--- src/rtl/rtype_seq_pkg.sv ---
// Shared definitions for the R-type sequencer: FSM state encoding,
// ALU control codes and the R-type opcode/funct7 constants.
package rtype_seq_pkg;

    typedef enum logic [2:0] {
        IDLE   = 3'd0,
        DECODE = 3'd1,
        READ   = 3'd2,
        EXEC   = 3'd3,
        WRITE  = 3'd4,
        DONE   = 3'd5,
        ERROR  = 3'd6
    } state_t;

    localparam logic [3:0] ALU_AND = 4'b0000;
    localparam logic [3:0] ALU_OR  = 4'b0001;
    localparam logic [3:0] ALU_ADD = 4'b0010;
    localparam logic [3:0] ALU_XOR = 4'b0011;
    localparam logic [3:0] ALU_SUB = 4'b0110;
    localparam logic [3:0] ALU_SLT = 4'b0111;
    localparam logic [3:0] ALU_SLL = 4'b1000;
    localparam logic [3:0] ALU_SRL = 4'b1001;

    localparam logic [6:0] OPCODE_RTYPE = 7'b0110011;
    localparam logic [6:0] FUNCT7_BASE  = 7'b0000000;
    localparam logic [6:0] FUNCT7_ALT   = 7'b0100000;

endpackage

--- src/rtl/rtype_sequencer_decode.sv ---
// Combinational funct7/funct3 -> alu_ctrl decoder with a legal flag.
// Anything outside the supported R-type set decodes to ADD with legal = 0.
module rtype_decode
    import rtype_seq_pkg::*;
(
    input  logic [6:0] opcode,
    input  logic [2:0] funct3,
    input  logic [6:0] funct7,
    output logic [3:0] alu_ctrl,
    output logic       legal
);

    always_comb begin
        alu_ctrl = ALU_ADD;
        legal    = 1'b0;
        if (opcode == OPCODE_RTYPE) begin
            if (funct7 == FUNCT7_BASE) begin
                legal = 1'b1;
                case (funct3)
                    3'b000:  alu_ctrl = ALU_ADD;
                    3'b111:  alu_ctrl = ALU_AND;
                    3'b110:  alu_ctrl = ALU_OR;
                    3'b100:  alu_ctrl = ALU_XOR;
                    3'b010:  alu_ctrl = ALU_SLT;
                    3'b001:  alu_ctrl = ALU_SLL;
                    3'b101:  alu_ctrl = ALU_SRL;
                    default: legal    = 1'b0;
                endcase
            end else if (funct7 == FUNCT7_ALT && funct3 == 3'b000) begin
                alu_ctrl = ALU_SUB;
                legal    = 1'b1;
            end
        end
    end

endmodule

--- src/rtl/rtype_sequencer.sv ---
// Multi-cycle R-type instruction sequencer driving register-file and ALU controls.
// Define RTYPE_SEQ_ILLEGAL_CHK_EN to reject unsupported encodings via the ERROR state.
//
// Handshake: an instruction is taken on a rising clk edge where instr_valid and
// instr_ready are both 1; instr_ready is 1 only in IDLE, and instr_valid is
// ignored in all other states. instr needs to be stable only on that edge.
module rtype_sequencer
    import rtype_seq_pkg::*;
(
    input  logic        clk,
    input  logic        reset,
    input  logic        instr_valid,
    input  logic [31:0] instr,
    output logic        instr_ready,
    input  logic        zero_flag,
    output logic [4:0]  mem_read_addr_1,
    output logic [4:0]  mem_read_addr_2,
    output logic [4:0]  mem_write_addr,
    output logic [3:0]  alu_ctrl,
    output logic        r_or_w,
    output logic        done,
    output logic        zero_out,
    output logic        illegal,
    output state_t      debug_state
);

    state_t     state;
    state_t     next_state;
    logic [3:0] dec_alu_ctrl;
    logic       dec_legal;
    logic [4:0] rd_q;
    logic       accept;

    rtype_decode u_decode (
        .opcode   (instr[6:0]),
        .funct3   (instr[14:12]),
        .funct7   (instr[31:25]),
        .alu_ctrl (dec_alu_ctrl),
        .legal    (dec_legal)
    );

    assign accept      = (state == IDLE) && instr_valid;
    assign debug_state = state;

`ifdef RTYPE_SEQ_ILLEGAL_CHK_EN
    logic legal_q;

    always_ff @(posedge clk) begin
        if (reset) begin
            legal_q <= 1'b1;
            illegal <= 1'b0;
        end else begin
            if (accept) begin
                legal_q <= dec_legal;
            end
            illegal <= (next_state == ERROR);
        end
    end
`else
    logic legal_unused;

    assign legal_unused = dec_legal;
    assign illegal      = 1'b0;
`endif

    always_ff @(posedge clk) begin
        if (reset) begin
            state <= IDLE;
        end else begin
            state <= next_state;
        end
    end

    always_comb begin
        next_state = state;
        case (state)
            IDLE:    if (instr_valid) next_state = DECODE;
`ifdef RTYPE_SEQ_ILLEGAL_CHK_EN
            DECODE:  next_state = legal_q ? READ : ERROR;
`else
            DECODE:  next_state = READ;
`endif
            READ:    next_state = EXEC;
            EXEC:    next_state = WRITE;
            WRITE:   next_state = DONE;
            DONE:    next_state = IDLE;
            ERROR:   next_state = IDLE;
            default: next_state = IDLE;
        endcase
    end

    // Outputs are registered off next_state so they line up with the state they describe.
    always_ff @(posedge clk) begin
        if (reset) begin
            instr_ready     <= 1'b1;
            mem_read_addr_1 <= '0;
            mem_read_addr_2 <= '0;
            mem_write_addr  <= '0;
            alu_ctrl        <= ALU_ADD;
            r_or_w          <= 1'b1;
            done            <= 1'b0;
            zero_out        <= 1'b0;
            rd_q            <= '0;
        end else begin
            instr_ready <= (next_state == IDLE);
            done        <= (next_state == DONE);
            r_or_w      <= !((next_state == WRITE) && (rd_q != 5'd0));
            if (accept) begin
                mem_read_addr_1 <= instr[19:15];
                mem_read_addr_2 <= instr[24:20];
                alu_ctrl        <= dec_alu_ctrl;
                rd_q            <= instr[11:7];
            end
            if (next_state == WRITE) begin
                mem_write_addr <= rd_q;
            end
            if (state == EXEC) begin
                zero_out <= zero_flag;
            end
        end
    end

endmodule
--- config.mk ---
export PLATFORM = sky130hd
export DESIGN_NAME = rtype_sequencer
export DESIGN_NICKNAME = d
export VERILOG_FILES = /design/src/rtl/rtype_seq_pkg.sv /design/src/rtl/rtype_sequencer_decode.sv /design/src/rtl/rtype_sequencer.sv
export SDC_FILE = /design/constraint.sdc
export NUM_CORES = 1
export LEC_CHECK = 0
export ABC_AREA = 1
export BUFFER_PORTS_ARGS = -buffer_cell sky130_fd_sc_hd__buf_2
export CORE_AREA = 2 2 57 59
export DETAILED_ROUTE_END_ITERATION = 8
export DIE_AREA = 0 0 59 61
export GPL_TIMING_DRIVEN = 0
export PLACE_DENSITY = 0.77
export REMOVE_ABC_BUFFERS = 1
export SLEW_MARGIN = 20
export SYNTH_ARGS = -nofsm -noshare
export SYNTH_HDL_FRONTEND = slang
export SYNTH_SLANG_ARGS = --single-unit
--- constraint.sdc ---
create_clock -name clk -period 1.1 [get_ports clk]
set_input_delay 0.275 -clock clk [delete_from_list [all_inputs] [get_ports clk]]
set_output_delay 0.275 -clock clk [all_outputs]
set_load 0.005 [all_outputs]
# Yosys cells after proc, flatten, opt, wreduce, memory -nomap -nowiden
# Cells that the tools add are included.
# classes
n_eq_ne,14
muxes,6
reduce_logical,9
# ops
op,n
$pmux W4 S6,1
$eq A3 B3 Y1 const B,7
$pmux W3 S5,1
$eq A7 B6 Y1 const B,2
$eq A3 B2 Y1 const B,3
$logic_not A3 Y1,3
$mux W4,2
$logic_not A7 Y1,1
$eq A3 B1 Y1 const B,2
$mux W3,2
$reduce_bool A5 Y1,1
$logic_and A1 B1 Y1,3
$logic_not A1 Y1,1
# word_totals
register_bits,31
input_bits,36
output_inout_bits,27
elab_cells,39

# Longest topological paths before layout
# logic_depth
word_depth,5
ltp_mapped,8
depth_no_buf,8

# By module
# From an unflattened synthesis, not the netlist that was laid out.
# hier_totals
cells_unflattened,182
area_unflattened_um2,1338.8
# by_module_without_submodules
mod,n_inst,cells_each,area_each_um2,seq_area_each_um2
rtype_sequencer,1,141,1144.8,620.6
rtype_decode,1,41,193.9,0.0

# Worst setup path after synthesis
# OpenSTA, ideal clock, no wires.
# synth_path
path_kind,register to register
startpoint,"register state[2], in the netlist debug_state[2]"
endpoint,register mem_read_addr_1[4]
setup_ns,0.113
arrival_ns,0.936
slack_ns,0.051
path_stages_with_launch,7
cell_sequence,dfxtp_1 -> inv_2 -> nand3_4 -> inv_4 -> buf_12 -> nor2_2 -> nor2_1
# synth_via
elab_chain_len,2
# synth_lines
item,line,text
from (decl),rtype_sequencer.sv:27,state_t state;
from (signal assigned),rtype_sequencer.sv:70,state <= next_state;
$logic_not A3 Y1,rtype_sequencer.sv:42,assign accept = (state == IDLE) && instr_valid;
$logic_and A1 B1 Y1,rtype_sequencer.sv:42,
to (signal assigned),rtype_sequencer.sv:109,mem_read_addr_1 <= instr[19:15];
to (decl),rtype_sequencer.sv:16,"output logic [4:0] mem_read_addr_1,"
# Every way passes these cells.
# A chain may end at the register's enable or synchronous reset.

# Final worst setup path
# layout_path
startpoint,"register state[1], in the netlist debug_state[1]"
endpoint,register mem_read_addr_1[0]
# The elaborated chain is that of the path after synthesis.

==> flow_summary.toml <==
[critical_path]
critical_path.startpoint = "debug_state[1]$_SDFF_PP0_"
worstSetupPathType = "reg2reg"
start_kind = "register"
reg2reg_from = "debug_state[1]$_SDFF_PP0_"
required_ns = 1.31
crit_arrival_ns = 1.40
worstPathMaxFanout = 5
cp-end-kind = "register"

[global_route]
grt_usage_pct = 18.3
grt.overflow.total = 0
antenna_found_initial = 0
grt_max_degree = 24
grt_pass1_vias = 1208
grt_first_pass_wirelength_mm = 4.86

[timing]
finalCritPeriodShare_pct = 108
slew_violations = 0
fmaxAchievable_mhz = 844
timing.final.hold_violations = 0
timing.final.ws_setup_ns = -0.0851
period_minus_slack_ns = 1.19
setup_violations = 18
rsz0062_at_grt = "true"
finClkSkew_ns = 0.00972

[routing]
via_per_inst = 4.84
postRouteAntennaNets = 0
routedWlPerCell_um = 11.9
drt-initial-drc-count = 64
wl_mm = 3.24
remaining_drc_errors = 0
vias = 1317
dr.pass1.iters = 4

[power]
power.switching_mw = 0.893
p_int_mw = 1.96
power_density_mw_per_mm2 = 1500
swShare_pct = 31.3
p_leak_nw = 0.910
clkPwrFrac_pct = 23.1
seq_power_share_pct = 47.4
ir_drop_mv = 0.666
power_frac_comb_pct = 29.5

[cts]
cts_inserted_buffers = 5
cts.path.max_buffers = 2
ctsHoldBuffers = 0
clk_latency_ns = 0.32
cts_sinks = 31
tritoncts = "done"
cts-root-buf = "clkbuf_4"
htreeDepth = 2
clk_pin_slew_ns = 0.10

[synthesis]
ys_warn_count = 0
synth_edf_count = 0
synthFlopType = "dfxtp_1"
synthCells = 167
async_reset_ff_share_pct = 0
syn-cell-area_mm2 = 0.00130
yosys-top-cells-area = "dfxtp_1, nor2_1, o21ai_1"
yosysMostFrequentCell = "nor2_1"
netlist-cell-type-count = 24
synth-seq-cells = 31
synth.top_cell.area_share_pct = 47.6
seq_area_frac_synth_pct = 47.6
yosys.area.top_type = "dfxtp_1"
synth_commonest_cells = "nor2_1, dfxtp_1, nand2_1"
syn_avg_cell_area_um2 = 7.80

[placed_design]
gp_congestion = 0.753
dp_cells = 254
numPortBuffers = 61
dp_hpwl_mm = 1.90

[die]
rows = 20
ioPinCount = 63
die_area_mm2 = 0.00360
design.core.area_mm2 = 0.00295
fp.dieH_um = 61
die_x_um = 59
start_util_pct = 44.1

[cells_and_area]
utilization_pct = 64.4
insertedDiodeCount = 0
area_growth_pct = 46.0
final_layout_size_suffix_gt1_share_pct = 52.7
fin_cells = 272
nets = 275

[min_path]
hold_path.class = "in2reg"
min_from = "zero_flag"

[outcome]
outcome = "complete, but fails checks"
violations = "negative setup slack"

[job]
max_cap_violations = 0
## cell families after synthesis
logic type / count (synthesis) / synth area share [%]
other: 1 / 0.288
AOI/OAI and AO/OA: 33 / 13.7
and+or+nand+nor: 81 / 29.1
DFF: 31 / 47.6
buffers and inverters: 21 / 9.22
## registers in the layout, summed over array words and instances, names as in the netlist, 3 cells and up
name and flops:
mem_read_addr_1 5, mem_read_addr_2 5, rd_q 5, debug_state 3, mem_write_addr 5, alu_ctrl 4
## through the flow
stage          cell area, um2  setup TNS, ns  power, mW  hold WS (ns)  worst slack, ns
6_report                 1900         -0.732       2.86         0.177          -0.0851
5_1_grt                  1900          -2.38       3.03         0.173           -0.132
4_1_cts                  1720         -0.856       2.68         0.161          -0.0655
3_5_place_dp             1580          -5.56       1.92         0.464           -0.269
3_3_place_gp             1580          -5.14       1.91         0.448           -0.244
2_1_floorplan            1240         -0.280       1.68         0.337          -0.0559
## worst max-delay path, cell delays in order (launching register included)
cell,delay [ns]
dfxtp_4,0.38
nor2_4,0.15
nand3_4,0.11
buf_12,0.15
buf_12,0.12
o21ai_2,0.10
nor2_1,0.06
## layer usage
layer  part of all wire [%]  track usage (%)  routed length [um]  vias up
li1                       -                -                   -      679
met1                     43             19.2                1380      596
met2                     51             33.7                1640       42
met3                    6.8             5.97                 220        0
met4                      0             7.79                   0        0
met5                      0                0                   0        -
## power by group through the flow
stage,sequential (mW),clock [mW],combinational [mW]
3_3_place_gp,1.36,0,0.551
5_1_grt,1.37,0.728,0.934
6_report,1.35,0.661,0.844
2_1_floorplan,1.37,0,0.318
3_5_place_dp,1.36,0,0.560
4_1_cts,1.34,0.690,0.654
## final cells by class
type	instances	area, um2
sequential	31	643
tap	33	41.3
fill	305	1050
clock buffer	6	51.3
timing repair inverter	1	11.3
timing repair buffer	68	418
inverter	14	71.3
clock inverter	1	5.00
multi-input combinational	118	661
## cell usage in the layout (no fill, tap or decap), drive strengths merged
| master | n |
|---|---|
| a21oi | 9 |
| buf | 68 |
| clkbuf | 6 |
| clkinv | 2 |
| clkinvlp | 1 |
| conb | 1 |
| dfxtp | 31 |
| inv | 13 |
| nand2 | 19 |
| nand3 | 7 |
| nor2 | 54 |
| nor3 | 3 |
| nor4 | 1 |
| o21ai | 23 |
| o21bai | 1 |
## timing repair
item | in CTS | in global routing
gates resized for setup | 11 | 32
cloned | 1 | 3
setup endpoints to repair | 30 | 36
buffers inserted | 3 | 4
pin swaps | 3 | 8
## final timing paths
check | endpoint | depth (start not counted) | slack (ns)
hold reg to reg | mem_read_addr_1[3]$_SDFFE_PP0P_ | 2 | 0.46
setup reg to reg | mem_read_addr_1[0]$_SDFFE_PP0P_ | 6 | -0.09
setup / recovery | mem_read_addr_1[0]$_SDFFE_PP0P_ | 6 | -0.09
hold / removal | zero_out$_SDFFE_PP0N_ | 3 | 0.18
No activity file was read; power rests on OpenSTA's default activity.
